`config.mk`:
```
export PLATFORM = sky130hd
export DESIGN_NAME = fp_to_int_cvt_flat
export DESIGN_NICKNAME = d
export VERILOG_FILES = /design/src/rtl/fp_to_int_cvt_if.sv /design/src/rtl/fp_to_int_cvt.sv /design/src/flat_wrapper.sv
export SDC_FILE = /design/constraint.sdc
export NUM_CORES = 1
export LEC_CHECK = 0
export CELL_PAD_IN_SITES_DETAIL_PLACEMENT = 1
export CELL_PAD_IN_SITES_GLOBAL_PLACEMENT = 1
export CORE_MARGIN = 8
export CORE_UTILIZATION = 35
export DETAILED_ROUTE_END_ITERATION = 8
export PLACE_DENSITY = 0.78
export SYNTH_ARGS = -nofsm -noshare
export SYNTH_HDL_FRONTEND = slang
export SYNTH_SLANG_ARGS = --single-unit
```
`constraint.sdc`:
```
create_clock -name clk -period 4.2 [get_ports clk]
set_clock_uncertainty 0.1 [all_clocks]
set_input_delay 1.05 -clock clk [delete_from_list [all_inputs] [get_ports clk]]
set_output_delay 1.05 -clock clk [all_outputs]
set_load 0.03 [all_outputs]
```
`src/rtl/fp_to_int_cvt_if.sv`:
```
// rtl/fp_to_int_cvt_if.sv - operand/result handshake bundle for the float-to-int converter
// unsigned_op exists only when F2I_UNSIGNED_EN is defined.
interface fp_to_int_cvt_if;
  logic        in_valid;
  logic        in_ready;
  logic [31:0] fp_in;
  logic [2:0]  r_mode;
`ifdef F2I_UNSIGNED_EN
  logic        unsigned_op;
`endif
  logic        out_valid;
  logic        out_ready;
  logic [31:0] int_out;
  logic        invalid;
  logic        inexact;

  modport master (
`ifdef F2I_UNSIGNED_EN
    output unsigned_op,
`endif
    output in_valid, fp_in, r_mode, out_ready,
    input  in_ready, out_valid, int_out, invalid, inexact
  );

  modport slave (
`ifdef F2I_UNSIGNED_EN
    input  unsigned_op,
`endif
    input  in_valid, fp_in, r_mode, out_ready,
    output in_ready, out_valid, int_out, invalid, inexact
  );
endinterface

```
`src/rtl/fp_to_int_cvt.sv`:
```
// rtl/fp_to_int_cvt.sv - serial IEEE-754 single to 32-bit integer converter (IDLE/SHIFT/ROUND/DONE)
// Define F2I_UNSIGNED_EN to add the unsigned_op input and unsigned range handling.
module fp_to_int_cvt (
  input  logic           clk,
  input  logic           rst_n,
  fp_to_int_cvt_if.slave bus
);

  localparam logic [1:0] ST_IDLE  = 2'd0;
  localparam logic [1:0] ST_SHIFT = 2'd1;
  localparam logic [1:0] ST_ROUND = 2'd2;
  localparam logic [1:0] ST_DONE  = 2'd3;

  logic [1:0]  r_state;
  logic [4:0]  r_cnt;
  logic        r_left;
  logic [31:0] r_mag;
  logic        r_guard;
  logic        r_sticky;
  logic        r_sign;
  logic [2:0]  r_rmode;
  logic        r_uns;
  logic        r_special;
  logic [31:0] r_spec_val;
  logic        r_spec_inv;
  logic [31:0] r_int_out;
  logic        r_invalid;
  logic        r_inexact;

  logic        w_sign;
  logic [7:0]  w_exp;
  logic [22:0] w_frac;
  logic [7:0]  w_e;
  logic [7:0]  w_rn;
  logic [4:0]  w_ln;
  logic        w_left;
  logic [4:0]  w_n;
  logic        w_nan;
  logic        w_uns;
  logic        w_special;
  logic        w_spec_inv;
  logic [31:0] w_spec_val;
  logic        w_inx;
  logic        w_inc;
  logic [31:0] w_rounded;
  logic [31:0] w_res;
  logic        w_res_inv;
  logic        w_res_inx;

  assign w_sign = bus.fp_in[31];
  assign w_exp  = bus.fp_in[30:23];
  assign w_frac = bus.fp_in[22:0];
  assign w_e    = (w_exp == 8'd0) ? 8'd1 : w_exp;
  assign w_nan  = (w_exp == 8'hFF) && (w_frac != 23'd0);
  assign w_left = (w_e >= 8'd150);
  assign w_rn   = 8'd150 - w_e;
  // 150 is 22 modulo 32, so the low five exponent bits give e-150 directly for e in 150..158
  assign w_ln   = w_e[4:0] - 5'd22;
  assign w_n    = w_left ? w_ln : ((w_rn > 8'd26) ? 5'd26 : w_rn[4:0]);

`ifdef F2I_UNSIGNED_EN
  assign w_uns = bus.unsigned_op;
`else
  assign w_uns = 1'b0;
`endif

  always_comb begin
    w_special  = 1'b0;
    w_spec_inv = 1'b0;
    w_spec_val = 32'd0;
    if (w_uns) begin
      if (w_nan || (w_e >= 8'd159)) begin
        w_special  = 1'b1;
        w_spec_inv = 1'b1;
        w_spec_val = (w_sign && !w_nan) ? 32'd0 : 32'hFFFF_FFFF;
      end
    end else if (w_nan || (w_e >= 8'd158)) begin
      w_special = 1'b1;
      // -2^31 is the one representable value at this exponent
      if (w_sign && !w_nan && (w_e == 8'd158) && (w_frac == 23'd0)) begin
        w_spec_val = 32'h8000_0000;
      end else begin
        w_spec_inv = 1'b1;
        w_spec_val = (w_sign && !w_nan) ? 32'h8000_0000 : 32'h7FFF_FFFF;
      end
    end
  end

  always_comb begin
    w_inx = r_guard | r_sticky;
    case (r_rmode)
      3'b001:  w_inc = 1'b0;
      3'b010:  w_inc = r_sign & w_inx;
      3'b011:  w_inc = ~r_sign & w_inx;
      3'b100:  w_inc = r_guard;
      default: w_inc = r_guard & (r_sticky | r_mag[0]);
    endcase
    w_rounded = r_mag + {31'd0, w_inc};
    w_res     = w_rounded;
    w_res_inv = 1'b0;
    w_res_inx = w_inx;
    if (r_special) begin
      w_res     = r_spec_val;
      w_res_inv = r_spec_inv;
      w_res_inx = 1'b0;
    end else if (r_uns) begin
      if (r_sign && (w_rounded != 32'd0)) begin
        w_res     = 32'd0;
        w_res_inv = 1'b1;
        w_res_inx = 1'b0;
      end else if (r_sign) begin
        w_res = 32'd0;
      end
    end else if (r_sign) begin
      w_res = 32'd0 - w_rounded;
    end
  end

  always_ff @(posedge clk or negedge rst_n) begin
    if (!rst_n) begin
      r_state    <= ST_IDLE;
      r_cnt      <= 5'd0;
      r_left     <= 1'b0;
      r_mag      <= 32'd0;
      r_guard    <= 1'b0;
      r_sticky   <= 1'b0;
      r_sign     <= 1'b0;
      r_rmode    <= 3'd0;
      r_uns      <= 1'b0;
      r_special  <= 1'b0;
      r_spec_val <= 32'd0;
      r_spec_inv <= 1'b0;
      r_int_out  <= 32'd0;
      r_invalid  <= 1'b0;
      r_inexact  <= 1'b0;
    end else begin
      case (r_state)
        ST_IDLE: begin
          if (bus.in_valid) begin
            r_sign     <= w_sign;
            r_rmode    <= bus.r_mode;
            r_uns      <= w_uns;
            r_mag      <= {8'd0, (w_exp != 8'd0), w_frac};
            r_guard    <= 1'b0;
            r_sticky   <= 1'b0;
            r_left     <= w_left;
            r_cnt      <= w_n;
            r_special  <= w_special;
            r_spec_val <= w_spec_val;
            r_spec_inv <= w_spec_inv;
            r_state    <= (w_special || (w_n == 5'd0)) ? ST_ROUND : ST_SHIFT;
          end
        end
        ST_SHIFT: begin
          if (r_left) begin
            r_mag <= {r_mag[30:0], 1'b0};
          end else begin
            r_mag    <= {1'b0, r_mag[31:1]};
            r_guard  <= r_mag[0];
            r_sticky <= r_sticky | r_guard;
          end
          r_cnt <= r_cnt - 5'd1;
          if (r_cnt == 5'd1) begin
            r_state <= ST_ROUND;
          end
        end
        ST_ROUND: begin
          r_int_out <= w_res;
          r_invalid <= w_res_inv;
          r_inexact <= w_res_inx;
          r_state   <= ST_DONE;
        end
        ST_DONE: begin
          if (bus.out_ready) begin
            r_state <= ST_IDLE;
          end
        end
        default: r_state <= ST_IDLE;
      endcase
    end
  end

  assign bus.in_ready  = (r_state == ST_IDLE);
  assign bus.out_valid = (r_state == ST_DONE);
  assign bus.int_out   = r_int_out;
  assign bus.invalid   = r_invalid;
  assign bus.inexact   = r_inexact;

endmodule

```
`src/flat_wrapper.sv`:
```
// flat-port wrapper written by rule: the top's interface ports become plain ports
module fp_to_int_cvt_flat 
  (clk, rst_n, bus_in_valid, bus_fp_in, bus_r_mode, bus_out_ready, bus_in_ready, bus_out_valid, bus_int_out, bus_invalid, bus_inexact);
  fp_to_int_cvt_if bus_i ();
  input  logic clk;
  input  logic rst_n;
  input wire logic [$bits(bus_i.in_valid)-1:0] bus_in_valid;
  input wire logic [$bits(bus_i.fp_in)-1:0] bus_fp_in;
  input wire logic [$bits(bus_i.r_mode)-1:0] bus_r_mode;
  input wire logic [$bits(bus_i.out_ready)-1:0] bus_out_ready;
  output wire logic [$bits(bus_i.in_ready)-1:0] bus_in_ready;
  output wire logic [$bits(bus_i.out_valid)-1:0] bus_out_valid;
  output wire logic [$bits(bus_i.int_out)-1:0] bus_int_out;
  output wire logic [$bits(bus_i.invalid)-1:0] bus_invalid;
  output wire logic [$bits(bus_i.inexact)-1:0] bus_inexact;
  assign bus_i.in_valid = bus_in_valid;
  assign bus_i.fp_in = bus_fp_in;
  assign bus_i.r_mode = bus_r_mode;
  assign bus_i.out_ready = bus_out_ready;
  assign bus_in_ready = bus_i.in_ready;
  assign bus_out_valid = bus_i.out_valid;
  assign bus_int_out = bus_i.int_out;
  assign bus_invalid = bus_i.invalid;
  assign bus_inexact = bus_i.inexact;
  fp_to_int_cvt u_core (.clk(clk), .rst_n(rst_n), .bus(bus_i));
endmodule
```
=== After elaboration in Yosys (flattened, before gate mapping) ===
Cells that the tools add are included.

* Add/sub/neg operators: 5
* Order comparisons: 3
* Equality and inequality tests: 14
* Multiplexer cells: 29
* Bitwise operators: 6
* Reduce and logical (&&, ||, !) cells: 18

{| class="wikitable"
|+ Operators by type and width
! cell !! count
|-
| two-way mux 32 bit || 7
|-
| case mux 32 bit (2 select lines) || 1
|-
| adder 32 x 1 -> 32 bit || 1
|-
| subtractor 1 x 32 -> 32 bit (first input constant) || 1
|-
| zero test 23 bit || 1
|-
| nonzero test 23 bit || 1
|-
| == test 8 bit (second input constant) || 2
|-
| >= comparator 8 bit (second input constant) || 2
|-
| two-way mux 5 bit || 3
|-
| case mux 5 bit (2 select lines) || 1
|-
| > comparator 8 x 5 -> 1 bit (second input constant) || 1
|-
| zero test 8 bit || 1
|-
| two-way mux 1 bit || 8
|-
| two-way mux 2 bit || 4
|-
| two-way mux 8 bit || 1
|-
| case mux 2 bit (4 select lines) || 1
|-
| nonzero test 8 bit || 1
|-
| subtractor 8 bit (first input constant) || 1
|-
| == test 3 x 2 -> 1 bit (second input constant) || 2
|-
| inequality test 2 bit (second input constant) || 3
|-
| AND reduction 3 bit || 2
|-
| == test 5 x 1 -> 1 bit (second input constant) || 1
|-
| zero test 5 bit || 1
|-
| subtractor 5 x 1 -> 5 bit (second input constant) || 1
|-
| other kinds (17) || 27
|}

* Register bits after elaboration: 114
* Bits of input ports: 39
* Output and inout bits: 36
* Word-level logic and storage cells: 89

=== Longest topological paths before layout ===
Gate-level depths: netlist of run 1.

* Depth in word-level cells: 11
* Mapped depth: 19
* Gate-level depth less buffers: 16

=== Least setup slack after synthesis of run 1 ===
No wires, ideal clock.

* Kind: register to register
* From: reg u_core.r_sign
* To: reg u_core.r_int_out[27] (netlist: u_core.bus.int_out[27])
* Library setup time: 146 ps
* Arrival: 4248 ps
* Data required time: 3954 ps
* Setup slack: -294 ps
* Cell stages (with the launch flop): 18
* Path buffers: 3
* Clock period less this slack: 4494 ps
* Cell sequence: dfrtp_1 > clkbuf_1 > buf_1 > xnor2_1 > nor3b_1 > a21oi_1 > nor2_1 > ha_1 > ha_1 > clkbuf_1 > or4b_2 > a21o_1 > a221oi_2 > nand4_4 > or4_4 > o21ai_0 > xor2_1 > o221ai_1

* Longest elaborated chain between the ends: 7
* Elaborated cells between the ends (all ways): 8
* Classes of those cells: 2 x add/sub; 3 x mux; 3 x bitwise

{| class="wikitable"
|+ Ends and longest elaborated chain
! element !! line !! text
|-
| from (decl) || fp_to_int_cvt.sv:20 || <nowiki>logic r_sign;</nowiki>
|-
| from (signal assigned) || fp_to_int_cvt.sv:140 || <nowiki>r_sign <= w_sign;</nowiki>
|-
| inverter 1 bit || fp_to_int_cvt.sv:94 || <nowiki>3'b011: w_inc = ~r_sign & w_inx;</nowiki>
|-
| AND 1 bit || fp_to_int_cvt.sv:94 ||
|-
| case mux 1 bit (4 select lines) || fp_to_int_cvt.sv:91 || <nowiki>case (r_rmode)</nowiki>
|-
| adder 32 x 1 -> 32 bit || fp_to_int_cvt.sv:98 || <nowiki>w_rounded = r_mag + {31'd0, w_inc};</nowiki>
|-
| subtractor 1 x 32 -> 32 bit || fp_to_int_cvt.sv:115 || <nowiki>w_res = 32'd0 - w_rounded;</nowiki>
|-
| two-way mux 32 bit * || fp_to_int_cvt.sv:114 || <nowiki>end else if (r_sign) begin</nowiki>
|-
| two-way mux 32 bit * || fp_to_int_cvt.sv:102 || <nowiki>if (r_special) begin</nowiki>
|-
| to (signal assigned) || fp_to_int_cvt.sv:168 || <nowiki>r_int_out <= w_res;</nowiki>
|-
| to (decl) || fp_to_int_cvt.sv:26 || <nowiki>logic [31:0] r_int_out;</nowiki>
|}

Every way passes the cells marked *; elsewhere a longest branch is shown, timed or not.
A chain may end at the register's enable or synchronous reset.

=== Worst setup path in the final report of run 1 ===
* From: in bus_fp_in[30]
* To: reg u_core.r_state[0]

* Longest elaborated chain between the ends: 11
* Elaborated cells between the ends (all ways): 18
* Classes of those cells: 2 x add/sub; 3 x order compare; 1 x eq/ne; 7 x mux; 5 x reduce/logical

{| class="wikitable"
|+ Ends and longest elaborated chain
! element !! line !! text
|-
| from (decl) || flat_wrapper.sv:8 || <nowiki>input wire logic [$bits(bus_i.fp_in)-1:0] bus_fp_in;</nowiki>
|-
| zero test 8 bit || fp_to_int_cvt.sv:53 || <nowiki>assign w_e = (w_exp == 8'd0) ? 8'd1 : w_exp;</nowiki>
|-
| two-way mux 8 bit || fp_to_int_cvt.sv:53 ||
|-
| subtractor 8 bit || fp_to_int_cvt.sv:56 || <nowiki>assign w_rn = 8'd150 - w_e;</nowiki>
|-
| > comparator 8 x 5 -> 1 bit || fp_to_int_cvt.sv:59 || <nowiki>assign w_n = w_left ? w_ln : ((w_rn > 8'd26) ? 5'd26 : w_rn[4:0]);</nowiki>
|-
| two-way mux 5 bit (2 in a row) || fp_to_int_cvt.sv:59 ||
|-
| zero test 5 bit || fp_to_int_cvt.sv:151 || <nowiki>r_state <= (w_special || (w_n == 5'd0)) ? ST_ROUND : ST_SHIFT;</nowiki>
|-
| logical OR 1 bit * || fp_to_int_cvt.sv:151 ||
|-
| two-way mux 2 bit * || fp_to_int_cvt.sv:151 ||
|-
| two-way mux 2 bit * || fp_to_int_cvt.sv:139 || <nowiki>if (bus.in_valid) begin</nowiki>
|-
| case mux 2 bit (4 select lines) * || fp_to_int_cvt.sv:137 || <nowiki>case (r_state)</nowiki>
|-
| to (signal assigned) || fp_to_int_cvt.sv:151 ||
|-
| to (decl) || fp_to_int_cvt.sv:14 || <nowiki>logic [1:0] r_state;</nowiki>
|}

Every way passes the cells marked *; elsewhere a longest branch is shown, timed or not. The select of a mux whose other input is x is not followed.

==> impl_summary.txt, run 1 <==
----------------------------------------------------
[Routing]
  Total via count in the routed design ... 6,206
  Count of TritonRoute iterations in the first routing pass ... 4
  Total routed wirelength ... 20,000 um
  Avg WL per Cell ... 18.2 um
  Post-route DRC violation count ... 0
  Starting DRC count in detailed routing ... 273
  Drt via density ... 5.66
  Remaining antenna violation count after routing ... 0

[GRT]
  Initial antenna violation count ... 0
  Number of global-route vias before repair ... 6,256
  Global-route wire length before repair ... 32,800 um
  Total global-route track usage ... 0.177
  Congestion Overflow GR ... 0
  Pin count of the biggest net entering global routing ... 85

[Floorplanning]
  Die Width ... 152 um
  I/O pin count ... 75
  Die height ... 152 um
  Starting Density ... 0.357
  Num rows ... 49
  Die area ... 0.0230 sq mm
  Placeable core region ... 0.0180 sq mm

[Placement]
  Input/output buffers ... 74
  Detailed-placement wirelength estimate ... 14,900 um
  Routability congestion estimate ... 0.878
  Count of placed standard cells including taps ... 1,075

[Worst setup path]
  Largest stage delay on the critical path ... 430 ps
  Largest fanout on the critical path ... 3
  Worst reg2reg path startpoint ... u_core.r_rmode[0]
  Setup CP Type ... input pin to register
  Max stage delay cell, worst path ... sky130_fd_sc_hd__clkdlybuf4s50_1
  Nature of the critical path endpoint ... register
  Critical path, cell by cell ... clkdlybuf4s50_1 > or4_4 > or3_4 > nor2_4 > nor2_2 > ha_4 > or2_2 > a211oi_2 > a221oi_2 > o221ai_2 > o311ai_2 > o21ai_1 > o211ai_1 > a31oi_1
  End of the worst register-to-register path ... u_core.bus.int_out[29]
  Crit. Startpoint ... bus_fp_in[30]
  Number of cells on the worst reg-to-reg path ... 14
  Number of buffers and inverters on the critical path ... 1
  Worst endpoint required time ... 4300 ps
  Kind of launch point of the worst setup path ... input pin
  Endpoint arrival time on the critical path ... 4140 ps
  Cell family with most CP delay ... compound AO/OA/AOI/OAI gates
  Minimum setup slack among reg-to-reg paths ... 230 ps
  WP depth ... 14
  Worst Setup EP ... u_core.r_state[0]

[Clock network]
  Root Driver ... sky130_fd_sc_hd__clkbuf_16
  CTS tree ... built
  Clock edge transition at the registers on the reported setup and hold paths ... 70 ps
  Sink Count ... 84
  Post-CTS Hold Buffers ... 0
  Num CTS Buffers ... 9
  Insertion delay to the later sink of the worst-skew pair ... 350 ps
  Deepest clock path buffer count ... 2
  Total number of H-tree levels ... 3

[Yosys]
  Synthesized area divided by synthesized cell count ... 8.09 sq um
  Ranking of synthesized cells by area ... sky130_fd_sc_hd__dfrtp_1 (33%), sky130_fd_sc_hd__xnor2_1 (5.4%), sky130_fd_sc_hd__nand2_1 (4.8%)
  Syn Inst Count ... 795
  Seq/Total Area, Yosys ... 0.327
  Post-synthesis cell type with the largest combined area ... sky130_fd_sc_hd__dfrtp_1
  Area share of the largest cell type after synthesis ... 0.327
  Dominant register cell in the synthesized netlist ... sky130_fd_sc_hd__dfrtp_1
  Post-synth ARST share ... 1.00
  Synth warn ... 0
  Netlist cell types ... 73
  Post-synthesis sequential element count ... 84
  Count of flip-flops with a built-in enable after synthesis ... 0
  Post-Synthesis Cell Area ... 0.00643 sq mm
  Synth Net Count ... 846

[Timing]
  Sum of negative setup slack ... 0 ps
  Part of the cycle the worst path needs ... 0.962
  Endpoints failing hold ... 0
  Peak clock frequency supported by timing ... 0.248 GHz
  Transition at the pin with the smallest max-transition slack ... 1070 ps
  Setup-failing EPs final ... 0
  Final min period ... 4040 ps
  Final count of pins violating max slew ... 0
  Worst slew margin ... 0.288

[Finish]
  Number of filler cells placed in the layout ... 2,172
  Area growth syn-to-layout ... 26.2%
  Final Instance Count excl. Fillers ... 1,096
  Layout cell share with drive strength beyond 1 ... 0.144
  Diodes inserted ... 0
  Commonest non-fill, non-tap cells in the layout ... sky130_fd_sc_hd__dfrtp_1 (83), sky130_fd_sc_hd__nand2_1 (81), sky130_fd_sc_hd__clkdlybuf4s50_1 (70)
  Most common cell after layout, fill and taps aside ... sky130_fd_sc_hd__dfrtp_1
  Sequential cell area in the final layout ... 0.00210 sq mm
  # nets final ... 913
  Combined area of the multi-input logic cells ... 0.00414 sq mm

[Pwr]
  Worst vdd ir ... 462 uV
  P_leak ... 3.20 nW
  Power density of the placed cells ... 761 mW/mm^2
  Switching power share of the total ... 0.475
  Switching power ... 2.93 mW
  Clock network power share ... 0.137
  Internal power contribution ... 3.24 mW
  Sequential group share of total power ... 0.289
  Combinational share of power ... 0.575

[Run status]
  Result of the run ... completed

[Run]
  Max-cap violations ... 0

[Worst hold path]
  Hold/Removal Path Class ... register to register
  Worst hold path startpoint ... u_core.bus.int_out[19]

----------------------------------------------------
[cell type report]
| class | count | area share |
|---|---|---|
| clock inverter | 7 | 0.0113 |
| multi-input combinational | 605 | 0.510 |
| tap | 229 | 0.0353 |
| clock buffer | 9 | 0.0278 |
| sequential | 84 | 0.259 |
| inverter | 38 | 0.0176 |
| timing repair buffer | 124 | 0.138 |
[worst min-delay path by stage]
stage	endpoint	cells past startpoint
CTS	u_core.bus.int_out[19]	1
global route	u_core.bus.int_out[19]	1
global placement	u_core.r_spec_val[31]	2
floorplan	u_core.r_spec_val[31]	2
detailed placement	u_core.bus.int_out[19]	1
finish	u_core.bus.int_out[19]	1
[per-layer routing]
layer | GRT usage | share of wire
met4 | 0.0519 | 0.013
met5 | 0 | 0
met2 | 0.273 | 0.45
met3 | 0.0282 | 0.044
met1 | 0.249 | 0.49
[flip-flops by register name, indices dropped and copies added, names as in the netlist, 2 cells and up]
register / count
u_core.r_cnt: 5
u_core.r_spec_val: 2
u_core.r_state: 2
u_core.r_rmode: 3
u_core.r_mag: 32
u_core.bus.int_out: 32
[power groups by stage]
stage / logic [mW] / clock network (mW) / registers [mW]
finish: 3.55 / 0.843 / 1.78
global route: 3.90 / 0.888 / 1.86
CTS: 3.49 / 0.862 / 1.76
detailed placement: 3.46 / 0 / 1.77
global placement: 3.36 / 0 / 1.74
floorplan: 2.38 / 0 / 1.71
[cell usage after synthesis (4+ instances only)]
master and instances:
sky130_fd_sc_hd__a22oi_1 15, sky130_fd_sc_hd__a21o_1 5, sky130_fd_sc_hd__buf_1 10, sky130_fd_sc_hd__xor2_1 17, sky130_fd_sc_hd__o22a_1 9, sky130_fd_sc_hd__o211ai_1 4, sky130_fd_sc_hd__xnor2_1 40, sky130_fd_sc_hd__nand3_1 29
sky130_fd_sc_hd__a31oi_1 5, sky130_fd_sc_hd__dfrtp_1 84, sky130_fd_sc_hd__a21oi_1 35, sky130_fd_sc_hd__ha_1 12, sky130_fd_sc_hd__a221o_1 10, sky130_fd_sc_hd__o21ai_0 53, sky130_fd_sc_hd__o221ai_1 11, sky130_fd_sc_hd__and4_1 4
sky130_fd_sc_hd__nor4_1 16, sky130_fd_sc_hd__mux2_2 6, sky130_fd_sc_hd__nand2_1 82, sky130_fd_sc_hd__and2_1 6, sky130_fd_sc_hd__o22ai_1 12, sky130_fd_sc_hd__a221oi_1 5, sky130_fd_sc_hd__a211oi_1 5, sky130_fd_sc_hd__nand4_1 14
sky130_fd_sc_hd__nor3_1 17, sky130_fd_sc_hd__or3_1 4, sky130_fd_sc_hd__buf_2 4, sky130_fd_sc_hd__mux2i_1 25, sky130_fd_sc_hd__and3_1 14, sky130_fd_sc_hd__nor2b_1 4, sky130_fd_sc_hd__o31ai_1 10, sky130_fd_sc_hd__nand2b_1 5
sky130_fd_sc_hd__nor2_1 71, sky130_fd_sc_hd__inv_1 38, sky130_fd_sc_hd__or2_2 4, sky130_fd_sc_hd__nor3b_1 7, sky130_fd_sc_hd__clkbuf_1 53
[cells by family (layout without fill, tap and decap cells)]
group	after synthesis	count (layout)	share of synthesized area
multiplexers	31	31	0.0494
adder cells (fa/ha/maj)	12	12	0.0234
AND/OR/NAND/NOR	290	290	0.224
flip-flops	84	84	0.327
XOR/XNOR	57	57	0.0777
buffers and inverters	106	178	0.0633
AO/OA/AOI/OAI	215	215	0.235
[stage by stage]
| step | worst slack (ps) | hold WS [ps] | cell area [sq um] | utilization | power [mW] |
|---|---|---|---|---|---|
| 6_report | 160 | 397 | 8110 | 0.450 | 6.17 |
| 5_1_grt | -61.7 | 421 | 8110 | 0.450 | 6.65 |
| 4_1_cts | 16.5 | 400 | 7920 | 0.439 | 6.11 |
| 3_5_place_dp | -544 | 387 | 7570 | 0.420 | 5.23 |
| 3_3_place_gp | -315 | 374 | 7570 | 0.420 | 5.11 |
| 2_1_floorplan | 12.8 | 349 | 6450 | - | 4.09 |
[repair_timing]
item                       CTS  global route
setup buffers                1             4
setup endpoints to repair    7            20
pin swaps                    8            19
resized for setup           13            32
(Power assumes the default switching activity.)
==> run 2, diff against run 1 <==
--- a/config.mk
+++ b/config.mk
@@ -11,6 +11,7 @@
 export CORE_UTILIZATION = 35
 export DETAILED_ROUTE_END_ITERATION = 8
 export PLACE_DENSITY = 0.78
+export SLEW_MARGIN = 5
 export SYNTH_ARGS = -nofsm -noshare
 export SYNTH_HDL_FRONTEND = slang
 export SYNTH_SLANG_ARGS = --single-unit
==> results of run 2 <==
The final DEF is identical to that of run 1; final timing and power are the same.
==> patch: new RTL, config.mk and constraints of run 2 <==
Make the reset (`rst_n`) synchronous in one clocked block.
--- a/src/rtl/fp_to_int_cvt.sv
+++ b/src/rtl/fp_to_int_cvt.sv
@@ -116,7 +116,7 @@
     end
   end
 
-  always_ff @(posedge clk or negedge rst_n) begin
+  always_ff @(posedge clk) begin
     if (!rst_n) begin
       r_state    <= ST_IDLE;
       r_cnt      <= 5'd0;
Formal check against the unedited RTL: differs if rst_n is asserted again (counterexample within 4 cycles, from zero or initial values and one cycle with rst_n low); with rst_n held inactive, the same outputs for 4 cycles.
==> patch against run 2 <==
Maximum frequency rose by 2.7%; final cell count increased by 1.9%; setup slack better by 0.11 ns; utilization fell by 3.1 points; worst hold slack worse by 0.019 ns; critical endpoint is now u_core.r_state[1]; critical path type unchanged; register-to-register slack better by 0.09 ns; wire length shrank 1.8%; cell area down 4.6%; synthesized cell count up 5.5%; power is 21% lower; synthesized area grew 0.97%; via count grew 0.23%; global-route usage decreased by 0.75 points; sequential cell count unchanged.
==> patch: results (changes against run 2) <==
Clock tree
  – CTS Root Cell: clkbuf_16 (unchanged)

Route
  – Average wire per standard cell: 17.55 µm (was 18.21 µm)
  – Vias: 6220 (was 6206)
  – Iter 0 DRT Violations: 202 (was 273)

Power and ir drop
  – Internal power: 0.002551 W (was 0.003238 W)
  – Peak VDD IR: 228.9 µV (was 461.8 µV)
  – Seq pwr: 0.00146 W (was 0.00178 W)
  – P_leak: 2.754 nW (was 3.204 nW)
  – Power Clock: 0.000769 W (was 0.000843 W)

Critical path
  – Crit. Startpoint: bus_fp_in[28] (was bus_fp_in[30])
  – Crit path capture: u_core.r_state[1] (was u_core.r_state[0])
  – Crit path DAT: 4.15 ns (was 4.14 ns)
  – Worst r2r src: u_core.r_sticky (was u_core.r_rmode[0])

Logic synthesis
  – Synth Flop Type: dfxtp_1 (was dfrtp_1)
  – Netlist cell types: 75 (was 73)
  – Seq/Total Area, Yosys: 25.91% (was 32.70%)
  – Async SR Flop Fraction: 0% (was 100.0%)
  – Proportion of synthesized area in mux cells: 4.973% (was 4.944%)
  – Commonest cells in the netlist: nand2_1 (96), dfxtp_1 (84), clkbuf_1 (59), o21ai_0 (59), xnor2_1 (47) (was dfrtp_1 (84), nand2_1 (82), nor2_1 (71))
  – Adder-cell share of the synthesized area: 2.313% (was 2.336%)
  – Synth area leaders: dfxtp_1 (26%), xnor2_1 (6.3%), nand2_1 (5.6%) (was dfrtp_1 (33%), xnor2_1 (5.4%), nand2_1 (4.8%))
  – Synth Area in XOR/XNOR: 8.905% (was 7.766%)
  – Net Count, Synth: 890 (was 846)
  – Compound-gate portion of the synthesized area: 26.81% (was 23.49%)

Placed design
  – Gpl congestion: 0.8466 (was 0.8777)
  – Dpl ws: -0.09896 ns (was -0.5445 ns)
  – DP Wirelength: 14910 µm (about the same)

Min path
  – Worst hold endpoint: u_core.bus.int_out[5] (was u_core.bus.int_out[19])
  – Hold Path Origin: u_core.bus.int_out[5] (was u_core.bus.int_out[19])

Global route
  – First-pass GRT wire length: 33040 µm (was 32780 µm)
  – GR Util All Layers: 16.94% (was 17.69%)
  – Pin count of the biggest net entering global routing: 59 (was 85)
  – Vias in the first global route: 6407 (was 6256)

Timing
  – Tightest Pin Transition: 0.7708 ns (was 1.068 ns)
  – Fin crit share: 93.66% (was 96.19%)

Layout
  – Final Net Count: 929 (was 913)
  – Layout cells sized above 1: 10.87% (was 14.42%)

Run status
  – Status: complete, no violations (unchanged)
[patch: cell types whose count changed after synthesis, moves of 9 or more]
cell and change:
dfxtp_1 +84, o211ai_1 +30, a21boi_0 +32, o22ai_1 -11
o211a_1 +12, dfrtp_1 -84, a221o_1 -10, a31oi_1 +10
o221ai_1 -9, nor2_1 -42, nand2_1 +14, inv_1 -14
o22a_1 -9, nor2b_1 +17
[patch: stage by stage]
stage               instance area (µm²)  utilization, %  power (W)  cells  hold WS [ns]
floorplan                          6491               -   0.003285    839        0.3437
global placement                   7442           40.33   0.004031   1101        0.3594
detailed placement                 7442           40.33   0.004102   1101        0.3675
CTS                                7716           41.81   0.004883   1117        0.3828
global route                       7740           41.94   0.005252   1117        0.4054
finish                             7740           41.94   0.004879   1117        0.3784
[patch: critical path, stage by stage]
cell and delay (ns):
clkdlybuf4s50_1 0.43, or4_1 0.55, o21a_1 0.22, ha_1 0.28, or2_2 0.10, a211oi_1 0.08
mux2_2 0.28, a2111oi_1 0.58, buf_4 0.21, nand3_1 0.09, o211ai_1 0.11, a31o_1 0.15
[patch: timing repair]
action	CTS	global route
resized for setup	0	5
hold endpoints to repair	0	0
buffers inserted	0	0
setup endpoints to repair	0	5
[patch: final cells by class]
| class | count | area, µm² |
|---|---|---|
| clock inverter | 7 | 48.80 |
| multi-input combinational | 648 | 4388 |
| clock buffer | 9 | 225.2 |
| tap | 234 | 292.8 |
| fill | 2225 | 10720 |
| timing repair buffer | 111 | 1013 |
| inverter | 24 | 90.09 |
| sequential | 84 | 1682 |
[patch: per-layer routing]
metal	part of all wire (%)	vias up	global-route usage (%)
li1	-	3114	-
met1	48	2998	21.76
met2	46	87	27.74
met3	3.9	21	3.233
met4	1.8	0	6.140
met5	0	-	0
